### config.mk
export PLATFORM = sky130hd
export DESIGN_NAME = point_detect_ctrl
export DESIGN_NICKNAME = d
export VERILOG_FILES = /design/src/rtl/point_pkg.sv /design/src/rtl/run_tracker.sv /design/src/rtl/point_detect_ctrl.sv
export SDC_FILE = /design/constraint.sdc
export NUM_CORES = 1
export LEC_CHECK = 0
export CAP_MARGIN = 20
export CORE_ASPECT_RATIO = 1.75
export CORE_MARGIN = 3
export CORE_UTILIZATION = 52
export CTS_CLUSTER_DIAMETER = 100
export DETAILED_ROUTE_END_ITERATION = 12
export HOLD_SLACK_MARGIN = 0.05
export PLACE_DENSITY = 0.89
export SYNTH_ARGS = -nofsm -noshare
export SYNTH_HDL_FRONTEND = slang
export SYNTH_SLANG_ARGS = --single-unit
### constraint.sdc
create_clock -name clk -period 1.9 [get_ports clk]
set_input_delay 0.38 -clock clk [delete_from_list [all_inputs] [get_ports clk]]
set_output_delay 0.38 -clock clk [all_outputs]
set_load 0.03 [all_outputs]
### src/rtl/point_pkg.sv
// Shared types and constants for the bright-point capture controller.
// Pure definitions: no latency, no flow control.
package point_pkg;

    localparam int          MAX_PTS = 4;
    localparam logic [9:0]  H_LAST  = 10'd639;
    localparam int          X_W     = 10;
    localparam int          Y_W     = 10;
    localparam int          PT_Y_W  = 9;

    typedef enum logic [1:0] {
        ST_IDLE,
        ST_WAIT_FRAME,
        ST_SCAN,
        ST_DONE
    } state_t;

    typedef struct packed {
        logic [X_W-1:0]    x;
        logic [PT_Y_W-1:0] y;
    } point_t;

endpackage

### src/rtl/run_tracker.sv
// Bright-run tracker: start/finish pulses one cycle after the deciding pixel.
// No backpressure; pixels with i_valid low leave run state untouched.
module run_tracker #(
    parameter logic [7:0] THRESH = 8'd200,
    parameter logic [9:0] H_LAST = 10'd639
) (
    input  logic       clk,
    input  logic       rst,
    input  logic       i_active,
    input  logic       i_valid,
    input  logic [9:0] i_x,
    input  logic [9:0] i_y,
    input  logic [7:0] i_luma,
    output logic       o_start,
    output logic       o_finish,
    output logic [9:0] o_left_edge,
    output logic [9:0] o_y
);

    logic       in_run_q, in_run_d;
    logic       pend_q, pend_d;
    logic       start_q, start_d;
    logic       finish_q, finish_d;
    logic [9:0] left_q, left_d;
    logic [9:0] y_q, y_d;
    logic       bright, at_last, run_open;

    assign bright  = (i_luma >= THRESH);
    assign at_last = (i_x == H_LAST);

    always_comb begin
        in_run_d = in_run_q;
        pend_d   = pend_q;
        left_d   = left_q;
        y_d      = y_q;
        start_d  = 1'b0;
        finish_d = 1'b0;
        run_open = in_run_q && !pend_q;
        // A run begun on the last pixel, or left open when scanning stops, closes here.
        if (pend_q || (in_run_q && !i_active)) begin
            finish_d = 1'b1;
            in_run_d = 1'b0;
            pend_d   = 1'b0;
        end
        if (i_active && i_valid) begin
            if (!run_open) begin
                if (bright) begin
                    start_d  = 1'b1;
                    in_run_d = 1'b1;
                    left_d   = i_x;
                    y_d      = i_y;
                    pend_d   = at_last;
                end
            end else if (!bright || at_last) begin
                in_run_d = 1'b0;
                finish_d = 1'b1;
            end
        end
    end

    always_ff @(posedge clk or negedge rst) begin
        if (!rst) begin
            in_run_q <= 1'b0;
            pend_q   <= 1'b0;
            start_q  <= 1'b0;
            finish_q <= 1'b0;
            left_q   <= '0;
            y_q      <= '0;
        end else begin
            in_run_q <= in_run_d;
            pend_q   <= pend_d;
            start_q  <= start_d;
            finish_q <= finish_d;
            left_q   <= left_d;
            y_q      <= y_d;
        end
    end

    assign o_start     = start_q;
    assign o_finish    = finish_q;
    assign o_left_edge = left_q;
    assign o_y         = y_q;

endmodule

### src/rtl/point_detect_ctrl.sv
// Arms on i_arm, scans frame FRAME_SEL, collects up to MAX_PTS detector results; outputs registered (1 cycle).
// No backpressure: detector strobes arriving when full or outside the scan frame are dropped.
module point_detect_ctrl #(
    parameter int         FRAME_SEL = 120,
    parameter logic [7:0] THRESH    = 8'd200,
    parameter logic [9:0] H_LAST    = point_pkg::H_LAST,
    parameter int         MAX_PTS   = point_pkg::MAX_PTS
) (
    input  logic       clk,
    input  logic       rst,
    input  logic       i_arm,
    input  logic       i_vsync,
    input  logic       i_valid,
    input  logic [9:0] i_x,
    input  logic [9:0] i_y,
    input  logic [7:0] i_luma,
    output logic       o_start,
    output logic       o_finish,
    output logic [9:0] o_left_edge,
    output logic [9:0] o_y,
    input  logic       i_det_finished,
    input  logic [9:0] i_det_x,
    input  logic [8:0] i_det_y,
    input  logic [1:0] i_rd_idx,
    output logic [9:0] o_rd_x,
    output logic [8:0] o_rd_y,
    output logic [2:0] o_num_pts,
    output logic       o_busy,
    output logic       o_done
);
    import point_pkg::*;

    localparam int         IDX_W      = $clog2(MAX_PTS);
    localparam logic [6:0] FRAME_LAST = 7'(FRAME_SEL - 1);
    localparam logic [2:0] NUM_MAX    = 3'(MAX_PTS);

    state_t     state_q, state_d;
    logic [6:0] frm_q;
    logic [2:0] num_q;
    logic       busy_q, done_q;
    point_t     slot_q [MAX_PTS];
    logic       wr;

    assign wr = (state_q == ST_SCAN) && i_det_finished && (num_q < NUM_MAX);

    always_comb begin
        state_d = state_q;
        case (state_q)
            ST_IDLE:       if (i_arm) state_d = ST_WAIT_FRAME;
            ST_WAIT_FRAME: if (i_vsync && frm_q == FRAME_LAST) state_d = ST_SCAN;
            // Filling the last slot and vsync both end the scan; the write lands either way.
            ST_SCAN:       if (i_vsync || (wr && num_q == NUM_MAX - 3'd1)) state_d = ST_DONE;
            ST_DONE:       if (i_arm) state_d = ST_WAIT_FRAME;
            default:       state_d = ST_IDLE;
        endcase
    end

    always_ff @(posedge clk or negedge rst) begin
        if (!rst) begin
            state_q <= ST_IDLE;
            frm_q   <= '0;
            num_q   <= '0;
            busy_q  <= 1'b0;
            done_q  <= 1'b0;
            for (int i = 0; i < MAX_PTS; i++) slot_q[i] <= '0;
        end else begin
            state_q <= state_d;
            busy_q  <= (state_d == ST_WAIT_FRAME) || (state_d == ST_SCAN);
            done_q  <= (state_d == ST_DONE);
            if ((state_q == ST_IDLE || state_q == ST_DONE) && i_arm) begin
                frm_q <= '0;
                num_q <= '0;
            end else if (state_q == ST_WAIT_FRAME && i_vsync && frm_q != 7'd127) begin
                frm_q <= frm_q + 7'd1;
            end
            if (wr) begin
                slot_q[num_q[IDX_W-1:0]] <= '{x: i_det_x, y: i_det_y};
                num_q <= num_q + 3'd1;
            end
        end
    end

    run_tracker #(
        .THRESH (THRESH),
        .H_LAST (H_LAST)
    ) u_run_tracker (
        .clk         (clk),
        .rst         (rst),
        .i_active    (state_q == ST_SCAN),
        .i_valid     (i_valid),
        .i_x         (i_x),
        .i_y         (i_y),
        .i_luma      (i_luma),
        .o_start     (o_start),
        .o_finish    (o_finish),
        .o_left_edge (o_left_edge),
        .o_y         (o_y)
    );

    assign o_rd_x    = slot_q[i_rd_idx].x;
    assign o_rd_y    = slot_q[i_rd_idx].y;
    assign o_num_pts = num_q;
    assign o_busy    = busy_q;
    assign o_done    = done_q;

endmodule

==> results of run 1 <==
==> power by group through the flow <==
stage                     Clock (uW)  Sequential, uW  Combinational, uW
after floorplan                    0            4400               2540
after global routing            3830            4220               4590
after CTS                       3700            4100               4350
final                           3650            4120               4340
after global placement             0            4020               4310
after detailed placement           0            4090               4460
==> what timing repair did <==
| action | CTS | global route |
|---|---|---|
| buffers inserted | 0 | 0 |
| hold buffers | 1 | 0 |
| gates resized for setup | 95 | 6 |
| pin swaps | 0 | 4 |
| setup endpoints to repair | 21 | 99 |
| gates cloned | 2 | 2 |
| endpoints found under the hold margin | 29 | 0 |
==> sequential cells by signal, indices dropped and copies added (netlist names) <==
name                       flops
u_run_tracker.o_y             10
u_run_tracker.o_start          1
o_busy                         1
u_run_tracker.o_left_edge     10
u_run_tracker.in_run_q         1
slot_q                        76
u_run_tracker.o_finish         1
state_q                        2
o_num_pts                      3
u_run_tracker.pend_q           1
frm_q                          7
o_done                         1
==> placed cells by master (no fill, tap or decap), drive strengths merged, types with 2 or more instances in the layout <==
master | Yosys | routed
a31oi | 4 | 4
dfrtp | 114 | 114
mux4 | 19 | 19
nand3 | 4 | 4
dlygate4sd2 | 0 | 3
buf | 9 | 33
nor2 | 6 | 6
inv | 7 | 7
nand3b | 2 | 2
clkinv | 0 | 3
nand2 | 13 | 15
clkdlybuf4s50 | 0 | 71
o22ai | 2 | 2
ha | 10 | 10
nor3 | 2 | 2
and4 | 3 | 3
nand4 | 3 | 3
nand2b | 2 | 2
mux2 | 96 | 96
o21ai | 2 | 2
bufinv | 0 | 6
dlymetal6s2s | 0 | 2
mux2i | 2 | 2
nor2b | 4 | 4
a21oi | 2 | 2
clkbuf | 6 | 22
==> cells by family after synthesis <==
logic type	count (synthesis)	share of synthesized area
flip-flops	114	0.536
multiplexers	117	0.316
adder cells (fa/ha/maj)	10	0.0235
AO/OA/AOI/OAI	22	0.0329
AND/OR/NAND/NOR	45	0.0602
buffers and inverters	22	0.0317
==> per-layer routing <==
layer | up-vias | routed length [um]
li1 | 1470 | -
met1 | 1788 | 4680
met2 | 93 | 7480
met3 | 26 | 426
met4 | 0 | 301
met5 | - | 0
==> worst register-to-register path, delay by kind of cell, from the launching register on <==
| family | cells | cell delay (ps) |
|---|---|---|
| multiplexers | 1 | 350 |
| AND/OR/NAND/NOR | 2 | 400 |
| flip-flops | 1 | 430 |
| adder cells (fa/ha/maj) | 1 | 240 |
| buffers and inverters | 2 | 270 |
==> final cells by class <==
class                      count  share of cell area
timing repair buffer         111               0.154
sequential                   114               0.400
clock buffer                  22              0.0665
tap                          125              0.0219
clock inverter                10              0.0284
multi-input combinational    196               0.326
inverter                       7             0.00368
==> per-stage QoR <==
stage                     std cells  total power (uW)  cell area, um^2
after floorplan                 330              6940             5330
after global placement          548              8330             6440
after detailed placement        548              8540             6440
after CTS                       583             12100             7100
after global routing            585             12600             7140
final                           585             12100             7140
==> worst max path at each step <==
stage	startpoint	endpoint	slack, ps	cells past startpoint
after CTS	u_run_tracker.o_left_edge[3]	o_left_edge[3]	20	1
after global routing	i_rd_idx[1]	o_rd_y[6]	1	4
after detailed placement	i_rd_idx[0]	o_rd_x[0]	-750	4
after global placement	i_rd_idx[0]	o_rd_x[3]	-740	4
after floorplan	i_rd_idx[0]	o_rd_x[0]	50	3
final	slot_q[69]	o_rd_x[3]	40	2
==> results.toml, run 1 <==
[status]
status = "finished clean"

[pwr]
comb_power_share = 0.358
clkPwrFrac = 0.301
power_frac_seq = 0.340
switching_power_uw = 3860
power.density_nw_per_um2 = 1700
swShare = 0.319
leakage_uw = 0.00338
vdd_ir_drop_max_uv = 1040
p_int_uw = 8250

[finish]
seqCellArea_um2 = 2850
multi_input_area_um2 = 2330
final_core_util = 0.720
area_delta_synth_final_pct = 34.1
fin_nets = 512
antenna_cells = 0
drive_above_1_share = 0.415
fill_cells = 643

[sta]
skew_ps = 7.91
finalSetupTns_ps = 0
finalCritPeriodShare = 0.980
fmax_mhz = 537
hold-worst-slack_ps = 448
grt_setup_unrepaired = "no"
maxSlewViolCount = 0
max_slew.worst_pin.slew_ps = 421
setup_ws_ps = 37.6
finalSetupViolCount = 0
period_needed_ps = 1860
max-slew-margin-rel = 0.720
hold_viol_final = 0

[worst_hold_path]
hold_path_class = "input port to asynchronous set/reset pin"

[clock_tree]
htreeDepth = 4
cts_tree = "yes"
path_clk_slew_ps = 60
cts-root-buf = "clkbuf_16"
clk-insertion-delay-late_ps = 410
cts_made_buffers = 17
clockBufferDepth = 2
clock_sinks = 114

[critical_path]
startpoint_type = "register"
crit_family = "multiplexers"
critPathKind = "register to output pin"
cpPeakStageDelay_ps = 470
worstRegToRegCells = 6
cp_num_buf_inv = 1
crit_arrival_ps = 1480
crit_required_ps = 1520
path_cells = "mux4_2, buf_2"
crit_fanout = 2
reg2reg_to = "slot_q[45]"
critPathSlowestCell = "mux4_2"
rrSetupSlack_ps = 100
rr_startpoint = "state_q[0]"
endpoint_kind = "output pin"

[drt]
detail-route-antenna-nets = 0
routed_wl_um = 12900
drt_pass1_iterations = 4
via_per_inst = 5.77
vias = 3377
route.detailed.drc = 0
wire_per_inst_um = 22.0
drt_first_iter_violations = 114

[floorplan]
core-area_um2 = 9910
rows = 48
die_h_um = 140
die-area_um2 = 11500
fp.dieW_um = 82.5
initial_core_util = 0.537
pin_count = 101

[global_routing]
use_met3 = 0.0628
top_usage_layer = "met2"
grt_usage = 0.240
grt_pass1_wl_um = 20200
antenna_found_initial = 0
overflow = 0
grtUsageMet2 = 0.424
grt_max_degree = 58
grt_pass1_vias = 3774
use_met1 = 0.262

[synth]
synthesis.nets = 395
synth_edf_count = 0
synth_top_cells_by_count = "dfrtp_1 (114), mux2_2 (56), mux2_4 (40), mux4_2 (19), ha_1 (10)"
yosys-top-cells-area = "dfrtp_1 (54%), mux2_2 (12%), mux2_4 (11%)"
synth.most_common_cell = "dfrtp_1"
ys_types = 46
postSynthAreaPerCell_um2 = 16.1
yosys_warnings = 0
synth_ff_type = "dfrtp_1"
synth_cells = 330
syn_area_um2 = 5320
yosysSeqAreaShare = 0.536
synth_area_leader_cell = "dfrtp_1"
synth_top_cell_area_share = 0.536
async_flop_share = 1.00
ys_seq_elements = 114

[placed_design]
io_buffer_count = 97
post-place-ws_ps = -751
gp_congestion = 0.794
hpwl_um = 8210

[run]
max_cap_viol_count = 0
No activity file was read; power rests on OpenSTA's default activity.
==> inputs of run 2 (changes only) <==
--- a/config.mk
+++ b/config.mk
@@ -16,3 +16,4 @@
 export SYNTH_ARGS = -nofsm -noshare
 export SYNTH_HDL_FRONTEND = slang
 export SYNTH_SLANG_ARGS = --single-unit
+export TNS_END_PERCENT = 1
==> results.toml, run 2 (synthesized netlist as in run 1, its figures left out) <==
[status]
status = "finished clean"

[floorplan]
pin_count = 101
die-area_um2 = 11500
fp.dieW_um = 82.5
rows = 48
initial_core_util = 0.537
die_h_um = 140
core-area_um2 = 9910

[finish]
final_core_util = 0.718
stdcell_count = 583
seqCellArea_um2 = 2850
largest-register = "slot_q"
fin_nets = 510
layout_commonest_cell = "dfrtp_1"
area_delta_synth_final_pct = 33.6
largest_register_ffs = 76
fin_area_um2 = 7110
multi_input_area_um2 = 2300
layout_common_cells = "dfrtp_1 (113), clkdlybuf4s50_1 (71), mux2_2 (56), mux2_4 (40), mux4_2 (19)"
antenna_cells = 0
fill_cells = 645
drive_above_1_share = 0.410

[sta]
skew_ps = 8.03
max-slew-margin-rel = 0.718
finalSetupTns_ps = 0
period_needed_ps = 1860
finalCritPeriodShare = 0.980
finalSetupViolCount = 0
setup_ws_ps = 38.2
grt_setup_unrepaired = "no"
max_slew.worst_pin.slew_ps = 422
fmax_mhz = 537
maxSlewViolCount = 0
hold_viol_final = 0

[clock_tree]
clock_sinks = 114
htreeDepth = 4
clockBufferDepth = 2
clk-insertion-delay-late_ps = 410
path_clk_slew_ps = 60
cts-root-buf = "clkbuf_16"
cts_tree = "yes"
cts_made_buffers = 17

[drt]
drt_first_iter_violations = 122
vias = 3314
detail-route-antenna-nets = 0
drt_pass1_iterations = 4
route.detailed.drc = 0
routed_wl_um = 12500
via_per_inst = 5.68
wire_per_inst_um = 21.5

[critical_path]
crit_required_ps = 1520
cpPeakStageDelay_ps = 470
crit_arrival_ps = 1480
critPathKind = "register to output pin"
endpoint_kind = "output pin"
startpoint_type = "register"
cp-startpoint = "slot_q[69]"
rr_startpoint = "state_q[0]"
critPathSlowestCell = "mux4_2"
path_cells = "mux4_2, buf_2"
crit_fanout = 2

[pwr]
power.density_nw_per_um2 = 1700
leakage_uw = 0.00335
vdd_ir_drop_max_uv = 1040

[placed_design]
io_buffer_count = 97
hpwl_um = 8210
placed_area_um2 = 6440
post-place-ws_ps = -751
gp_congestion = 0.794
dp_cells = 548

[global_routing]
overflow = 0
grt_max_degree = 58
grt_usage = 0.240
grt_pass1_vias = 3774
antenna_found_initial = 0
grt_pass1_wl_um = 20200

[run]
max_cap_viol_count = 0

[worst_hold_path]
hold_path_class = "input port to asynchronous set/reset pin"
==> run 2: cell types whose count changed in the layout (fill, tap and decap cells not counted) <==
cell and change:
and3b_1 +1, nand2_4 -2, and3b_2 -1
==> run 2: worst max-delay path: cells and delay by family (launching register included) <==
family   cells  cell delay (ps)
buf+inv      1              190
mux          1              470
flops        1              410
==> run 2: cell type report <==
type	instances	area share
repair buffers	111	0.154
well taps	125	0.0220
clock buffers	22	0.0667
inverters	7	0.00369
flip-flops and latches	114	0.401
multi-input cells	194	0.324
clock inverters	10	0.0285
==> run 2: what timing repair did <==
action                                  CTS  global route
endpoints found under the hold margin    29             0
endpoints found under the setup margin   21            99
hold buffers                              1             0
gates cloned                              2             0
resized for setup                        95             5
pin swaps                                 0             2
buffers inserted                          0             0
==> run 2: worst paths after layout <==
| path | endpoint | slack, ps | cells past startpoint |
|---|---|---|---|
| min in group clk | slot_q[19] | 500 | 1 |
| worst min-delay path | slot_q[69] | 450 | 2 |
| max in group asynchronous | state_q[0] | 740 | 3 |
| worst max-delay path | o_rd_x[3] | 40 | 2 |
| worst min register to register | slot_q[19] | 500 | 1 |
| worst max register to register | slot_q[30] | 100 | 6 |
==> run 2: power breakdown <==
part	internal, uW	leakage [uW]	switching [uW]
clock network	2560	0.000330	1100
logic	2230	0.00154	2080
registers	3470	0.00147	647
==> run 2: per-stage QoR <==
step / hold slack (ps) / power (uW)
global placement: 339 / 8330
CTS: 458 / 12100
detailed placement: 349 / 8540
floorplan: 84.4 / 6940
finish: 449 / 12100
global route: 472 / 12600
==> run 2: metal layers <==
metal	global-route usage	up-vias	wire length, um
met2	0.424	76	7290
li1	-	1460	-
met1	0.262	1749	4480
met4	0.0981	0	365
met5	0	-	0
met3	0.0628	29	407
==> inputs of run 3 (changes only) <==
==> constraint.sdc (replaced) <==
create_clock -name clk -period 1.9 [get_ports clk]
set_input_delay 0.19 -clock clk [delete_from_list [all_inputs] [get_ports clk]]
set_output_delay 0.19 -clock clk [all_outputs]
set_load 0.03 [all_outputs]
==> results.toml, run 3 (synthesized netlist as in run 1, its figures left out) <==
[global_routing]
grt_usage = 0.225
grt_max_degree = 51
antenna_found_initial = 0
grt_pass1_vias = 3698
grt_pass1_wl_um = 19000
overflow = 0

[finish]
layout_common_cells = "dfrtp_1 (114), clkdlybuf4s50_1 (76), mux2_2 (56), mux2_4 (40), mux4_2 (19)"
drive_above_1_share = 0.402
fin_nets = 508
antenna_cells = 0
layout_commonest_cell = "dfrtp_1"
largest_register_ffs = 76
largest-register = "slot_q"
area_delta_synth_final_pct = 34.0
stdcell_count = 580

[drt]
wire_per_inst_um = 20.5
route.detailed.drc = 0
detail-route-antenna-nets = 0
drt_pass1_iterations = 5
vias = 3240
via_per_inst = 5.59
routed_wl_um = 11900
drt_first_iter_violations = 117

[sta]
max_slew.worst_pin.slew_ps = 497
setup_ws_ps = 100
finalCritPeriodShare = 0.947
fmax_mhz = 556
max-slew-margin-rel = 0.669
hold_viol_final = 0
period_needed_ps = 1800
maxSlewViolCount = 0
skew_ps = 8.16
finalSetupViolCount = 0
grt_setup_unrepaired = "no"

[critical_path]
crit_arrival_ps = 2090
rrSetupSlack_ps = 100
crit_fanout = 19
cpPeakStageDelay_ps = 420
critPathKind = "register to register"
path_cells = "inv_1, ha_2, and3b_1, buf_12, nand2_8, mux2_4"
endpoint_kind = "register"
critPathSlowestCell = "dfrtp_1"
crit_required_ps = 2190
startpoint_type = "register"

[pwr]
vdd_ir_drop_max_uv = 1120
power.density_nw_per_um2 = 1670
leakage_uw = 0.00326

[clock_tree]
cts_made_buffers = 17
cts-root-buf = "clkbuf_16"
cts_tree = "yes"
path_clk_slew_ps = 50
clock_sinks = 114
clockBufferDepth = 2
clk-insertion-delay-late_ps = 410
htreeDepth = 4
cts_setup_buffers = 0

[status]
status = "finished clean"

[worst_hold_path]
hold_path_class = "input port to asynchronous set/reset pin"

[placed_design]
hpwl_um = 8150
io_buffer_count = 97
post-place-ws_ps = -360
dp_cells = 547
gp_congestion = 0.839

[run]
max_cap_viol_count = 0

[floorplan]
initial_core_util = 0.537
die-area_um2 = 11500
pin_count = 101
rows = 48
fp.dieW_um = 82.5
die_h_um = 140
core-area_um2 = 9910
run 3: path summary, 6_finish.rpt:
path | start | to | depth (start not counted)
max | state_q[0] | slot_q[68] | 6
min | rst | slot_q[20] | 2
max reg2reg | state_q[0] | slot_q[68] | 6
min reg2reg | slot_q[20] | slot_q[20] | 1
max in group asynchronous | rst | o_num_pts[1] | 3
min in group clk | i_y[9] | u_run_tracker.o_y[9] | 2
run 3: power by group:
part / leakage (uW) / switching (uW) / internal (uW)
Clock: 0.000306 / 1070 / 2340
Sequential: 0.00147 / 639 / 3470
Combinational: 0.00148 / 2060 / 2340
Total: 0.00326 / 3770 / 8140
run 3: timing repair:
| item | 4_1_cts | 5_1_grt |
|---|---|---|
| gates cloned | 1 | 0 |
| endpoints found under the hold margin | 36 | 0 |
| hold buffers | 1 | 0 |
| gates resized for setup | 49 | 1 |
| setup endpoints to repair | 18 | 95 |
| pin swaps | 0 | 2 |
run 3: stage by stage:
stage	total power (uW)	setup TNS, ps	utilization	instance area [um^2]	hold slack, ps
5_1_grt	12400	0	0.719	7130	324
4_1_cts	12000	0	0.719	7130	303
6_report	11900	0	0.719	7130	292
3_5_place_dp	8550	-5370	0.649	6430	191
3_3_place_gp	8340	-4980	0.649	6430	176
2_1_floorplan	6940	0	-	5320	-106
run 3: metal layers:
metal | up-vias | track usage | wire length (um)
li1 | 1451 | - | -
met1 | 1681 | 0.240 | 4290
met2 | 88 | 0.395 | 6840
met3 | 20 | 0.0635 | 495
met4 | 0 | 0.104 | 254
met5 | - | 0 | 0
run 3: final cells by class:
class                           instances  area (um^2)
Multi-Input combinational cell        194         2300
Inverter                                7         26.3
Sequential cell                       114         2850
Fill cell                             615         2780
Clock inverter                         11          185
Timing Repair Buffer                  109         1160
Clock buffer                           20          447
Tap cell                              125          156
run 3: critical path, delay by kind of cell, from the launching register on:
kind | cells | cell delay [ps]
muxes | 1 | 340
adders and majority gates | 1 | 250
and+or+nand+nor | 2 | 390
DFF | 1 | 420
buffers and inverters | 2 | 280
